===== src/rtl/route_seq_pkg.sv =====
// Shared types and constants for the routing-loop pattern sequencer.
// Latency: n/a (definitions only).
// Backpressure: n/a.
package route_seq_pkg;

    typedef enum logic [2:0] {
        IDLE,
        FLUSH,
        RUN,
        DRAIN,
        DONE
    } state_e;

    localparam int LFSR_W = 16;
    // Fibonacci taps 16,14,13,11 map to bits 0,2,3,5 of a right-shifting register
    localparam logic [LFSR_W-1:0] LFSR_FB_MASK = 16'h002D;
    localparam logic [LFSR_W-1:0] DEFAULT_SEED = 16'hACE1;

    function automatic logic [LFSR_W-1:0] lfsr_next(input logic [LFSR_W-1:0] s);
        return {^(s & LFSR_FB_MASK), s[LFSR_W-1:1]};
    endfunction

endpackage


===== src/rtl/lfsr16.sv =====
// 16-bit Fibonacci LFSR; bit_out is the current bit 0.
// Latency: load/step take effect at the next clock edge.
// Backpressure: advances only when step is high; load has priority.
module lfsr16
    import route_seq_pkg::*;
(
    input  logic              clk,
    input  logic              rst,
    input  logic              load,
    input  logic [LFSR_W-1:0] seed,
    input  logic              step,
    output logic              bit_out
);

    logic [LFSR_W-1:0] lfsr_q;
    logic [LFSR_W-1:0] lfsr_d;

    always_comb begin
        lfsr_d = lfsr_q;
        if (load) begin
            lfsr_d = seed;
        end else if (step) begin
            lfsr_d = lfsr_next(lfsr_q);
        end
    end

    always_ff @(posedge clk) begin
        if (rst) begin
            lfsr_q <= seed;
        end else begin
            lfsr_q <= lfsr_d;
        end
    end

    assign bit_out = lfsr_q[0];

endmodule


===== src/rtl/route_loop_sequencer.sv =====
// Flush / stream / drain a pattern through an external register chain and count mismatches.
// Latency: start at edge E0 -> done in the cycle after edge E0 + 2*CHAIN_LEN + NUM_VECTORS.
// Backpressure: none; start is ignored (not queued) while busy.
module route_loop_sequencer
    import route_seq_pkg::*;
#(
    parameter int                CHAIN_LEN   = 8,
    parameter int                NUM_VECTORS = 256,
    parameter logic [LFSR_W-1:0] LFSR_SEED   = DEFAULT_SEED,
    parameter int                CNT_W       = 16
) (
    input  logic             clk,
    input  logic             rst,
    input  logic             start,
    output logic             chain_d,
    output logic             chain_en,
    input  logic             chain_q,
    output logic             busy,
    output logic             done,
    output logic             pass,
    output logic [CNT_W-1:0] err_count
);

    localparam int PH_MAX = (CHAIN_LEN > NUM_VECTORS) ? CHAIN_LEN : NUM_VECTORS;
    localparam int PH_W   = $clog2(PH_MAX + 1);

    state_e               state_q, state_d;
    logic [PH_W-1:0]      cnt_q, cnt_d;
    logic [CNT_W-1:0]     err_q, err_d;
    logic                 pass_q, pass_d;
    logic [CHAIN_LEN-1:0] dv_q, dv_d;
    logic [CHAIN_LEN-1:0] db_q, db_d;

    logic lfsr_load;
    logic lfsr_step;
    logic lfsr_bit;
    logic shift;
    logic in_vld;
    logic cmp_en;

    lfsr16 u_lfsr (
        .clk     (clk),
        .rst     (rst),
        .load    (lfsr_load),
        .seed    (LFSR_SEED),
        .step    (lfsr_step),
        .bit_out (lfsr_bit)
    );

    always_comb begin
        state_d   = state_q;
        cnt_d     = cnt_q;
        err_d     = err_q;
        pass_d    = pass_q;
        lfsr_load = 1'b0;
        lfsr_step = 1'b0;
        shift     = 1'b0;
        in_vld    = 1'b0;
        cmp_en    = 1'b0;
        chain_d   = 1'b0;
        chain_en  = 1'b0;
        busy      = 1'b1;
        done      = 1'b0;
        pass      = pass_q;

        case (state_q)
            IDLE: begin
                busy = 1'b0;
                if (start) begin
                    state_d   = FLUSH;
                    cnt_d     = '0;
                    err_d     = '0;
                    pass_d    = 1'b0;
                    lfsr_load = 1'b1;
                end
            end
            FLUSH: begin
                chain_en = 1'b1;
                shift    = 1'b1;
                if (int'(cnt_q) == CHAIN_LEN - 1) begin
                    state_d = RUN;
                    cnt_d   = '0;
                end else begin
                    cnt_d = cnt_q + PH_W'(1);
                end
            end
            RUN: begin
                chain_en  = 1'b1;
                chain_d   = lfsr_bit;
                lfsr_step = 1'b1;
                shift     = 1'b1;
                in_vld    = 1'b1;
                cmp_en    = 1'b1;
                if (int'(cnt_q) == NUM_VECTORS - 1) begin
                    state_d = DRAIN;
                    cnt_d   = '0;
                end else begin
                    cnt_d = cnt_q + PH_W'(1);
                end
            end
            DRAIN: begin
                chain_en = 1'b1;
                shift    = 1'b1;
                cmp_en   = 1'b1;
                if (int'(cnt_q) == CHAIN_LEN - 1) begin
                    state_d = DONE;
                    cnt_d   = '0;
                end else begin
                    cnt_d = cnt_q + PH_W'(1);
                end
            end
            DONE: begin
                done    = 1'b1;
                pass    = (err_q == '0);
                pass_d  = (err_q == '0);
                state_d = IDLE;
            end
            default: begin
                state_d = IDLE;
            end
        endcase

        // Expected-data delay line mirrors the external chain depth; only RUN bits are valid.
        dv_d = dv_q;
        db_d = db_q;
        if (shift) begin
            dv_d[0] = in_vld;
            db_d[0] = chain_d;
            for (int i = 1; i < CHAIN_LEN; i++) begin
                dv_d[i] = dv_q[i-1];
                db_d[i] = db_q[i-1];
            end
        end

        if (cmp_en && dv_q[CHAIN_LEN-1] && (chain_q != db_q[CHAIN_LEN-1]) && (err_q != '1)) begin
            err_d = err_q + CNT_W'(1);
        end
    end

    always_ff @(posedge clk) begin
        if (rst) begin
            state_q <= IDLE;
            cnt_q   <= '0;
            err_q   <= '0;
            pass_q  <= 1'b0;
            dv_q    <= '0;
            db_q    <= '0;
        end else begin
            state_q <= state_d;
            cnt_q   <= cnt_d;
            err_q   <= err_d;
            pass_q  <= pass_d;
            dv_q    <= dv_d;
            db_q    <= db_d;
        end
    end

    assign err_count = err_q;

endmodule


===== config.mk =====
export PLATFORM = sky130hd
export DESIGN_NAME = route_loop_sequencer
export DESIGN_NICKNAME = d
export VERILOG_FILES = /design/src/rtl/route_seq_pkg.sv /design/src/rtl/lfsr16.sv /design/src/rtl/route_loop_sequencer.sv
export SDC_FILE = /design/constraint.sdc
export NUM_CORES = 1
export LEC_CHECK = 0
export CAP_MARGIN = 20
export CORE_ASPECT_RATIO = 2
export CORE_UTILIZATION = 61
export CTS_CLUSTER_DIAMETER = 100
export DETAILED_ROUTE_END_ITERATION = 16
export PLACE_DENSITY_LB_ADDON = 0.3
export SYNTH_ARGS = -nofsm -noshare
export SYNTH_HDL_FRONTEND = slang
export SYNTH_SLANG_ARGS = --single-unit

===== constraint.sdc =====
create_clock -name clk -period 3.43 [get_ports clk]
set_input_delay 0.686 -clock clk [delete_from_list [all_inputs] [get_ports clk]]
set_output_delay 0.686 -clock clk [all_outputs]
set_load 0.05 [all_outputs]

==> flow_summary_export.csv <==
group,metric,value,unit
run_status,status,"completed",
sta,post-route-min-period,3.081,ns
clocking,post_cts_resize_count,0,
global_route,grt_first_pass_wirelength,9756,µm
synth,yosysWarningCount,0,
placement,dp_hpwl,3883,µm
sta,maxClockFrequency,324.6,MHz
sta,timing.setup.tns,0,ns
synth,synth.top_cell.area_share,44.65,%
detailed_routing,first_iter_violations,58,
detailed_routing,vias,2427,
clocking,cts_inserted_buffers,9,
flow_run,cap_viol_max_count,0,
clocking,clock_net_sink_count,61,
floorplan,top_level_ports,25,
power,total_leakage_power,1.260,nW
critical_path,crit_arrival,2.40,ns
floorplan,number_of_standard_cell_rows_in_the_floorplan,34,
sta,max_slew_margin,59.02,%
synth,synth_top_cell_by_area,"dfxtp_1",
sta,final_critical_path_setup_slack,0.3489,ns
placement,place_ws,0.7239,ns
clocking,h_tree_level_count,3,
clocking,ctsLongestPathBuffers,2,
clocking,cts_tree,"done",
synth,main_synth_ff_type,"dfxtp_1",
synth,synth-edff-count,0,
sta,timing_worst_slew_pin_value,0.6083,ns
critical_path,slowest_cell_on_crit_path,"clkdlybuf4s50_1",
floorplan,die_w,49.35,µm
synth,postSynthRegisterBits,61,
clocking,postCtsHoldBufs,0,
power,power_per_cell_area,478.6,nW/µm²
sta,drv_slew,0,
critical_path,worst-path-max-fanout,7,
critical_path,timing.reg2reg.worst_path_depth,6,
finish,num_antenna_cells,0,
critical_path,critical_path_class,"flip-flop to primary output",
detailed_routing,drt_pre_antenna_iters,4,
critical_path,biggest_cell_delay_along_the_critical_path,0.83,ns
synth,post_synth.cell_area_avg,8.116,µm²
detailed_routing,wl,5636,µm
sta,timing.final.setup_violations,0,
hold_path,holdCritPathClass,"flip-flop to flip-flop",
synth,syn-num-nets,347,
sta,rsz0062_at_grt,"false",
global_route,grt_max_degree,25,
critical_path,worstSetupStartpointType,"flip-flop",
power,worst_ir_drop_on_vdd,0.0004354,V
floorplan,start_util,63.03,%
placement,gp_congestion,0.8172,
hold_path,cell_count_of_the_worst_hold_path,2,
sta,finalCritPeriodShare,89.83,%
detailed_routing,post_detailed_route_count_of_antenna_violating_nets,0,
clocking,cts.repair_timing.setup_buffer_count,0,
detailed_routing,post-route-drc-count,0,
synth,yosysMostFrequentCell,"nand2_1",
synth,yosysUniqueCellTypes,42,
floorplan,die_y,96.70,µm
floorplan,fp.dieArea,4772,µm²
synth,post_synth_main_area_contributors,"dfxtp_1 (45%), nand2_1 (11%), a21oi_1 (4.9%)",
synth,synthesis.area,2735,µm²
sta,hold-worst-slack,0.4457,ns
global_route,grt_pass1_vias,2322,
detailed_routing,post_drt_via_cell_ratio,5.806,
finish,nets,369,
clocking,clk_pin_slew_worst_paths,0.07,ns
critical_path,critical_path_required,2.74,ns
sta,fin_skew,0.006684,ns
clocking,clock_tree_root,"clkbuf_8",
synth,postSynthCellCount,337,
synth,synthTopCellsByCount,"nand2_1 (80), dfxtp_1 (61), a21oi_1 (27)",
critical_path,end_kind,"primary output",
sta,report.final.hold_viol_count,0,
floorplan,core,4339,µm²
clocking,worstSkewPairLatency,0.33,ns
detailed_routing,wl_per_cell,13.48,µm
placement,io_buffers,24,
global_route,global_route.usage.total,26.30,%
global_route,overflow,0,
global_route,initial_antenna_violation_count,0,
synth,synth_async_sr_flop_share,0,%
finish,syn_to_final_growth,17.38,%
finish,drive_above_1_share,7.418,%
critical_path,ordered_list_of_cells_on_the_worst_path,"inv_1 > ha_1 > nor4b_1 > nand4_1 > o21ai_0 > clkdlybuf4s50_1",
synth,post_synthesis_sequential_area_ratio,44.65,%
layout make-up:
cell class / instances / area [µm²]
Inverter: 11 / 41.29
Clock buffer: 12 / 155.1
Timing Repair Buffer: 28 / 270.3
Fill cell: 358 / 1129
Sequential cell: 61 / 1221
Tap cell: 54 / 67.56
Multi-Input combinational cell: 248 / 1385
Clock inverter: 4 / 70.07
registers in the layout, indices dropped and copies added (netlist names):
register	flops
db_q	8
cnt_q	9
err_count	16
state_q	3
u_lfsr.lfsr_q	16
dv_q	8
pass_q	1
worst paths after layout:
check	startpoint	endpoint	slack (ns)
worst max-delay path	err_count[0]	pass	0.35
worst min-delay path	dv_q[1]	dv_q[2]	0.45
worst max register to register	err_count[0]	err_count[7]	1.16
worst min register to register	dv_q[1]	dv_q[2]	0.45
power breakdown:
group          switching, mW  leakage (nW)  internal, mW  total, mW
logic                 0.0691         0.652        0.0307     0.0997
registers            0.00515         0.492         0.712      0.717
clock network          0.273         0.116         0.447      0.720
layer usage:
metal | part of all wire [%] | vias to the layer above | GRT usage (%)
li1 | - | 1200 | -
met1 | 39 | 1133 | 26.93
met2 | 54 | 72 | 46.15
met3 | 3.5 | 22 | 6.289
met4 | 3.4 | 0 | 16.06
met5 | 0 | - | 0
worst max-delay path, delay by kind of cell, from the launching register on:
family	cells	cell delay, ns
AND/OR/NAND/NOR	2	0.45
buffers and inverters	2	0.91
AO/OA/AOI/OAI	1	0.21
flip-flops	1	0.37
adder cells (fa/ha/maj)	1	0.13
cells in the final DEF, fill, tap and decap left out, drive strengths merged, types with 3 or more instances in the layout:
master	Yosys	routed
a21o	8	8
a21oi	28	28
and3	5	5
buf	9	4
clkbuf	8	12
clkdlybuf4s50	0	24
dfxtp	61	61
ha	6	6
inv	11	11
nand2	80	80
nand2b	3	3
nand3	21	21
nand4	10	10
nor2	18	18
nor3	12	12
nor4	5	5
o21ai	10	10
or2	3	3
xnor2	4	4
xor2	9	9
stage by stage:
stage	util (%)	cells	cell area, µm²	power (mW)
floorplan	-	337	2735	0.8039
global route	73.99	418	3211	1.590
detailed placement	68.80	402	2985	0.8318
global placement	68.80	402	2985	0.8310
CTS	73.99	418	3211	1.549
finish	73.99	418	3211	1.537
logic make-up (layout without fill, tap and decap cells):
logic type / count (synthesis) / in the layout / synth area share (%)
fa+ha+maj: 6 / 6 / 2.745
flops: 61 / 61 / 44.65
simple gates: 169 / 169 / 30.33
buf+inv: 28 / 55 / 4.712
mux: 2 / 2 / 0.7320
compound gates: 58 / 58 / 12.67
xor+xnor: 13 / 13 / 4.163
No activity file was read; power rests on OpenSTA's default activity.
